`src/rtl/core_dbg_regs.sv`:
```
// core_dbg_regs: debug memory-bus responder holding the Core Debug register file,
// the core halt/resume/step handshake and the breakpoint configuration.
module core_dbg_regs #(
    parameter int          MEMI_ADDR_WIDTH = 5,
    parameter int          MEMI_DATA_WIDTH = 32,
    parameter int          RD_WAIT_CYCLES  = 1,
    parameter int          NR_BP           = 2,
    parameter logic [31:0] DBG_ID          = 32'h0DC0_0001
) (
    input  logic                       memi_clk,
    input  logic                       memi_rst_n,
    input  logic [MEMI_ADDR_WIDTH-1:0] memi_addr,
    input  logic                       memi_sel,
    input  logic                       memi_wr_rd,
    input  logic [MEMI_DATA_WIDTH-1:0] memi_wdata,
    output logic [MEMI_DATA_WIDTH-1:0] memi_rdata,
    output logic                       memi_ready,
    output logic                       core_halt_req,
    output logic                       core_resume_req,
    input  logic                       core_halted,
    output logic [NR_BP*32-1:0]        bp_addr,
    output logic [NR_BP-1:0]           bp_en
);
    typedef enum logic [1:0] {A_IDLE, A_WAIT, A_RESP, A_DONE} acc_t;
    typedef enum logic [1:0] {H_RUNNING, H_HALTING, H_HALTED, H_RESUMING} hs_t;

    acc_t                       acc;
    hs_t                        hs;
    logic [MEMI_ADDR_WIDTH-1:0] a_addr;
    logic                       a_wr;
    logic [MEMI_DATA_WIDTH-1:0] a_wdata;
    logic [2:0]                 wait_cnt;
    logic [31:0]                dtr;
    logic                       err;
    logic                       step;

    logic [31:0]      ad;
    logic [31:0]      wd;
    logic [31:0]      rd_val;
    logic [31:0]      bp_rd;
    logic [NR_BP-1:0] bp_sel;
    logic             addr_ok;
    logic             wr_stb;
    logic             ctrl_wr;
    logic             cmd_halt;
    logic             cmd_step;
    logic             cmd_resume;
    logic             cmd_bad;
    logic             err_set;
    logic             err_clr;

    always_comb begin
        ad = 32'(a_addr);
        wd = 32'(a_wdata);
        bp_sel = '0;
        bp_rd = '0;
        for (int i = 0; i < NR_BP; i++)
            if (ad == 32'(8 + i)) begin
                bp_sel[i] = 1'b1;
                bp_rd = bp_addr[32*i +: 32];
            end
        addr_ok = (ad <= 32'd4) || (|bp_sel);
        rd_val = ad == 32'd0 ? DBG_ID :
                 ad == 32'd1 ? 32'd0 :
                 ad == 32'd2 ? {29'd0, err, hs == H_HALTING || hs == H_RESUMING, hs == H_HALTED} :
                 ad == 32'd3 ? dtr :
                 ad == 32'd4 ? 32'(bp_en) :
                 |bp_sel     ? bp_rd : 32'hDEAD_BEEF;
        wr_stb = (acc == A_RESP) && a_wr;
        ctrl_wr = wr_stb && ad == 32'd1;
        // Only one command per CTRL write: HALT beats STEP beats RESUME
        cmd_halt = ctrl_wr && wd[0];
        cmd_step = ctrl_wr && !wd[0] && wd[2];
        cmd_resume = ctrl_wr && !wd[0] && !wd[2] && wd[1];
        cmd_bad = (cmd_halt && hs != H_RUNNING) || ((cmd_step || cmd_resume) && hs != H_HALTED);
        err_set = ((acc == A_RESP) && (!addr_ok || (a_wr && ad == 32'd0))) || cmd_bad;
        err_clr = wr_stb && ad == 32'd2 && wd[2];
    end

    assign memi_ready = acc == A_RESP;
    assign memi_rdata = memi_ready ? MEMI_DATA_WIDTH'(rd_val) : '0;

    always_ff @(posedge memi_clk or negedge memi_rst_n)
        if (!memi_rst_n) begin
            acc <= A_IDLE;
            a_addr <= '0;
            a_wr <= 1'b0;
            a_wdata <= '0;
            wait_cnt <= '0;
        end else begin
            case (acc)
                A_IDLE: if (memi_sel) begin
                    a_addr <= memi_addr;
                    a_wr <= memi_wr_rd;
                    a_wdata <= memi_wdata;
                    wait_cnt <= '0;
                    acc <= (!memi_wr_rd && RD_WAIT_CYCLES > 0) ? A_WAIT : A_RESP;
                end
                A_WAIT: begin
                    wait_cnt <= wait_cnt + 3'd1;
                    if (wait_cnt == 3'(RD_WAIT_CYCLES - 1)) acc <= A_RESP;
                end
                A_RESP: acc <= A_DONE;
                default: if (!memi_sel) acc <= A_IDLE;
            endcase
        end

    always_ff @(posedge memi_clk or negedge memi_rst_n)
        if (!memi_rst_n) begin
            dtr <= '0;
            bp_en <= '0;
            bp_addr <= '0;
            err <= 1'b0;
        end else begin
            err <= err_set || (err && !err_clr);
            if (wr_stb && ad == 32'd3) dtr <= wd;
            if (wr_stb && ad == 32'd4) bp_en <= wd[NR_BP-1:0];
            for (int i = 0; i < NR_BP; i++)
                if (wr_stb && bp_sel[i]) bp_addr[32*i +: 32] <= wd;
        end

    always_ff @(posedge memi_clk or negedge memi_rst_n)
        if (!memi_rst_n) begin
            hs <= H_RUNNING;
            step <= 1'b0;
            core_halt_req <= 1'b0;
            core_resume_req <= 1'b0;
        end else begin
            case (hs)
                H_RUNNING: if (cmd_halt) begin
                    hs <= H_HALTING;
                    core_halt_req <= 1'b1;
                end
                H_HALTING: if (core_halted) begin
                    hs <= H_HALTED;
                    core_halt_req <= 1'b0;
                end
                H_HALTED: if (cmd_step || cmd_resume) begin
                    hs <= H_RESUMING;
                    step <= cmd_step;
                    core_resume_req <= 1'b1;
                end
                H_RESUMING: if (!core_halted) begin
                    hs <= step ? H_HALTING : H_RUNNING;
                    core_halt_req <= step;
                    core_resume_req <= 1'b0;
                    step <= 1'b0;
                end
            endcase
        end
endmodule

```
`config.mk`:
```
export PLATFORM = sky130hd
export DESIGN_NAME = core_dbg_regs
export DESIGN_NICKNAME = d
export VERILOG_FILES = /design/src/rtl/core_dbg_regs.sv
export SDC_FILE = /design/constraint.sdc
export NUM_CORES = 1
export LEC_CHECK = 0
export ABC_AREA = 1
export CAP_MARGIN = 0
export CORE_MARGIN = 2
export CORE_UTILIZATION = 55
export CTS_BUF_LIST = sky130_fd_sc_hd__clkbuf_8
export DETAILED_ROUTE_END_ITERATION = 7
export DONT_BUFFER_PORTS = 1
export PLACE_DENSITY = 0.73
export SLEW_MARGIN = 15
export SYNTH_ARGS = -nofsm -noshare
export SYNTH_HDL_FRONTEND = slang
export SYNTH_SLANG_ARGS = --single-unit
```
`constraint.sdc`:
```
create_clock -name memi_clk -period 1.5 [get_ports memi_clk]
set_input_delay 0.3 -clock memi_clk [delete_from_list [all_inputs] [get_ports memi_clk]]
set_output_delay 0.3 -clock memi_clk [all_outputs]
set_load 0.02 [all_outputs]
```
---- Yosys cells after proc, flatten, opt, wreduce, memory -nomap -nowiden ----
Index checks and enable logic that the tools add are counted.
cells by class
  add/sub/neg operators ................... 1
  $mul .................................... 0
  div/mod/pow operators ................... 0
  magnitude comparators ................... 1
  equality and inequality tests ........... 19
  shift operators ......................... 0
  muxes and demuxes ....................... 33
  bitwise logic cells ..................... 0
  reductions and logical operators ........ 44
operators by type and width
  operator              number
  $mux W32              9
  $logic_and A1 B1 Y1   18
  $mux W2               8
  $ne A2 B2 Y1 const B  6
  $eq A5 B2 Y1 const B  2
  $eq A5 B4 Y1 const B  2
  $mux W1               9
  $pmux W2 S4           1
  $reduce_and A4 Y1     2
  $logic_or A1 B1 Y1    7
  $eq A2 B2 Y1 const B  3
  $pmux W2 S3           1
  $pmux W3 S2           1
  $reduce_and A3 Y1     2
  $reduce_bool A2 Y1    3
  $eq A5 B1 Y1 const B  1
  $eq A5 B3 Y1 const B  1
  $le A5 B3 Y1 const B  1
  $logic_not A5 Y1      1
  $eq A2 B1 Y1 const B  2
  $logic_not A1 Y1      4
  $logic_not A2 Y1      2
  $ne A4 B1 Y1 const B  1
  $pmux W1 S2           2
  other kinds (8)       9
storage, ports and cells
  register bits after elaboration ......... 147
  bits in latches ......................... 0
  memory bits (writable) .................. 0
  ROM bits ................................ 0
  output and inout port bits .............. 101
  memories ................................ 0

---- Logic depth before layout (Yosys ltp) ----
  depth in word-level cells ............... 11
  depth in mapped cells ................... 10
  mapped depth without buffers ............ 9

---- Least setup slack after synthesis ----
No wires, ideal clock.
  path type ............................... register to output
  start point ............................. register acc[0]
  end point ............................... output port memi_rdata[12]
  data arrival time ....................... 1.703 ns
  required time ........................... 1.200 ns
  setup slack ............................. -0.503 ns
  stages on the path, launching flop included .. 9
  buffers on the path ..................... 2
  cells stage by stage .................... dfrtp_1 inv_1 ha_1 buf_2 o21ai_1 inv_2 nand2_2 buf_6 a21oi_1
on the way
  longest elaborated chain between the ends .. 2
RTL lines
  item                    line  RTL
  from (decl)             27    acc_t acc;
  from (signal assigned)  97    acc <= (!memi_wr_rd && RD_WAIT_CYCLES > 0) ? A_WAIT : A_RESP;
  $eq A2 B2 Y1            80    assign memi_ready = acc == A_RESP;
  via memi_ready          17    output logic memi_ready,
  $mux W32                81    assign memi_rdata = memi_ready ? MEMI_DATA_WIDTH'(rd_val) : '0;
  to (decl)               16    output logic [MEMI_DATA_WIDTH-1:0] memi_rdata,
The timed path passes the listed nets, and every way through them passes these cells.

---- Worst setup path in the final report ----
  start point ............................. register a_addr[1]
  end point ............................... output port memi_rdata[1]
on the way
  longest elaborated chain between the ends .. 10
  elaborated cells on any way between the ends .. 19
  classes of those cells .................. eq/ne (6); mux (11); reduce/logical (2)
RTL lines
  item                                                 line    RTL
  from (decl)                                          29      logic [MEMI_ADDR_WIDTH-1:0] a_addr;
  from (signal assigned)                               93      a_addr <= memi_addr;
  $eq A5 B4 Y1                                         58      if (ad == 32'(8 + i)) begin
  $mux W32 / $mux W1 (equally long branches)           58
  $mux W32 / $reduce_or A2 Y1 (equally long branches)  58, 68
  $mux W32                                             68      |bp_sel ? bp_rd : 32'hDEAD_BEEF;
  $mux W32                                             67      ad == 32'd4 ? 32'(bp_en) :
  $mux W32                                             66      ad == 32'd3 ? dtr :
  $mux W32                                             65      ad == 32'd2 ? {29'd0, err, hs == H_HALTING || hs == H_RESUMING, hs == H_HALTED} :
  $mux W32                                             64      ad == 32'd1 ? 32'd0 :
  $mux W32 *                                           63      rd_val = ad == 32'd0 ? DBG_ID :
  $mux W32 *                                           81
Every way passes the cells marked *; elsewhere a longest branch is shown, timed or not.

==> impl_results.md <==
* Multi-input logic area at approximately 0.0037 mm²
* Yosys reg bits at about 150
* CTS Sinks at 147
* Synth top area cells: dfrtp_1 54%, nand2_1 15%, o21ai_1 6.4%
* RD Place Congestion at between 0.8 and 0.9
* Worst Setup Path Type: flop to output pin
* Top Ports at roughly 140
* Clk root buf: clkbuf_8
* Tcrit/Tclk final at 155%
* DR iter-0 viols at 801
* Hold Buf Count CTS at 36
* Num rows at 40
* Final ANT Viol Nets at 0
* Worst setup EP type: output pin
* Biggest area consumer among synthesized cells: dfrtp_1
* Synthesized Nets at between 800 and 900
* Die Wd at ~120 µm
* Final setup violation count at between 100 and 150
* First-pass GRT wire length at between 30000 and 40000 µm
* Fin. max-slew vios at 0
* Overall routing resource usage at slightly above 30%
* CTS H-tree lvls at 4
* Layout fillers at between 500 and 600
* Slowest stage delay, CP at ~0.42 ns
* Final hold slack at -0.474 ns
* Crit-path most repeated cell: nand2_4
* Worst path cell trace: inv_2 -> nand2_4 -> nor2_8 -> buf_12 -> nand2_4 -> nand2_2 -> o211ai_1 -> nor2_2
* Synth Warn # at 0
* Hold Crit Class: input port to async pin
* Post-synthesis cell area at between 0.006 and 0.007 mm²
* RSZ-0062 raised after global routing: true
* Post-DP HPWL at approximately 13000 µm
* CP Max Fanout at 7
* Met3 WL at between 2000 and 2500 µm
* Complex-gate fraction of the synthesized area at between 10 and 15%
* Post-Synth XOR/XNOR Area at 0%
* Vias in the first global route at between 6000 and 7000
* Drt total wl at roughly 26000 µm
* Number of port buffers at 0
* Met1 WL at approximately 9400 µm
* Core Area at approximately 0.012 mm²
* Drt wl/cell at approximately 22 µm
* Leakage at 5.03 nW
* DIE HEIGHT at 116 µm
* Share of layout cells above drive strength 1 at 40.6%
* Initial antenna violation count at 0
* Highest clock rate at between 0.4 and 0.5 GHz
* Tightest Pin Transition at around 0.4 ns
* Clock Latency Late Sink at around 0.46 ns
* CP arrival at between 2 and 2.5 ns
* Post-Syn Instances at about 800
* CP required at around 1.2 ns
* Largest net degree at the start of global routing at ~150
* DR vias at approximately 7000
* Synth cell types at 31
* Final Hold Vio Count at 147
* Mux contribution to synthesized area at 0%
* Max_cap viols at 0
* Antenna diodes at 0
* Starting Density at between 50% and 60%
* Slew HR at between 70% and 80%
* Final worst slack at -0.826 ns
* Clock-pin slew on the worst setup and hold paths at around 0.080 ns
* Run status: finished with violations
* R2r setup slk at -0.31 ns
* Top Layer Used: met4
* Clock Skew at 0.0124 ns
* DRC viols at 0
* Yosys top cell area share at between 50% and 60%
* Die area at between 0.01 and 0.015 mm²
* Pre-antenna DRT Iters at 6
* Gr ovfl total at 0
* Largest family of logic cells by synthesized area: simple AND/OR/NAND/NOR gates
* Crit-path slowest cell: dfrtp_1
* Nets@finish at ~1000
* Area delta synth->final at 52.2%
* Adder-Cell Fraction of Synth Area at under 10%
* Final min period at between 2 and 2.5 ns
* Peak VDD IR at 1.62 mV
* Met2 wire length at approximately 13000 µm
* PwrDens at between 2000 and 2500 mW/mm²
* Crit path launch type: flop
* Fin area at around 0.010 mm²
* Failing checks: negative hold slack, negative setup slack
* Sequential cell area at between 0.003 and 0.004 mm²
* Avg Cell Area, Syn at approximately 8.4 µm²
* Synth Area in Simple Gates at a little over a fifth
* Cell Area, Placed at 0.00819 mm²
* CTS tree: done
* Drt via density at 5.99
* CTS Buf Count at 17
* Clk buf depth at 2
* Seq/Total Area, Yosys at 53.7%
[sequential cells by signal (all words and copies together) (netlist names)]
name             flops
core_halt_req        1
a_addr               5
step                 1
a_wr                 1
acc                  2
a_wdata             32
wait_cnt             3
dtr                 32
bp_en                2
err                  1
hs                   2
bp_addr             64
core_resume_req      1
[layout make-up]
class / count / area share (%)
sequential: 147 / 35.4
multi-input combinational: 564 / 35.2
timing repair buffer: 198 / 21.1
inverter: 66 / 2.76
clock buffer: 18 / 2.38
tap: 168 / 2.02
clock inverter: 12 / 1.23
[cells in the mapped netlist (all sizes together)]
cell type and number:
nor3 6, dfrtp 147, nor2 29, a31oi 1, nand4 5, o31ai 1, a211o 1, inv 66
buf 33, nand2 279, o21ai 152, clkbuf 6, ha 11, o22ai 2, nand3 27, or2 5
o211ai 2, a21oi 41
[timing repair]
action,4_1_cts,5_1_grt
cloned,0,19
endpoints found under the setup margin,140,175
endpoints found under the hold margin,183,147
resized for setup,73,193
setup buffers,5,19
pin swaps,32,34
[metrics by stage]
step / utilization, % / std cells / setup slack, ns / total power [mW] / TNS (ns)
floorplan: - / 814 / -0.166 / 12.4 / -4.40
global placement: 67.9 / 1065 / -0.260 / 15.6 / -9.84
detailed placement: 67.9 / 1065 / -0.289 / 15.9 / -14.60
CTS: 76.7 / 1136 / -0.742 / 19.8 / -29.38
global route: 86.3 / 1173 / -0.899 / 23.2 / -52.75
finish: 86.3 / 1173 / -0.826 / 22.2 / -46.60
[cells by family after synthesis]
kind of cell	count (synthesis)
AND/OR/NAND/NOR	351
AO/OA/AOI/OAI	200
flip-flops	147
buffers and inverters	105
adder cells (fa/ha/maj)	11
[worst paths after layout]
| check | start | end | depth (start not counted) |
|---|---|---|---|
| worst max-delay path | a_addr[1]$_DFFE_PN0P_ | memi_rdata[1] | 8 |
| worst min-delay path | memi_rst_n | a_wdata[2]$_DFFE_PN0P_ | 0 |
| worst max register to register | a_addr[1]$_DFFE_PN0P_ | bp_addr[30]$_DFFE_PN0P_ | 10 |
| worst min register to register | dtr[26]$_DFFE_PN0P_ | dtr[26]$_DFFE_PN0P_ | 2 |
| max in group asynchronous | memi_rst_n | bp_addr[41]$_DFFE_PN0P_ | 0 |
| min in group memi_clk | memi_wr_rd | a_wr$_DFFE_PN0P_ | 2 |
[layer usage]
layer	GRT usage (%)	up-vias
met5	0	-
met4	12.9	0
met3	8.00	125
met2	51.6	431
met1	38.9	3458
li1	-	3008
[report_power, final]
part	switching (mW)	internal, mW
Combinational	6.88	4.80
Clock	1.46	1.62
Sequential	1.88	5.57
Total	10.2	12.0
[critical path, delay by kind of cell (launching register included)]
kind | cells | cell delay, ns
compound gates | 1 | 0.13
simple gates | 5 | 0.69
buf+inv | 2 | 0.31
flops | 1 | 0.42
[cells in the final DEF, fill, tap and decap left out, drive strengths merged]
master	netlist	final
o22ai	2	2
o31ai	1	1
nand4	5	5
o211ai	2	2
a211o	1	1
inv	66	71
bufinv	0	3
nor3	6	6
clkinv	0	4
dfrtp	147	147
or2	5	5
nor2	29	29
o21ai	152	152
dlygate4sd3	0	36
a21oi	41	41
buf	33	149
ha	11	11
nand3	27	27
nand2	279	281
clkbuf	6	31
a31oi	1	1
(Power assumes the default switching activity.)
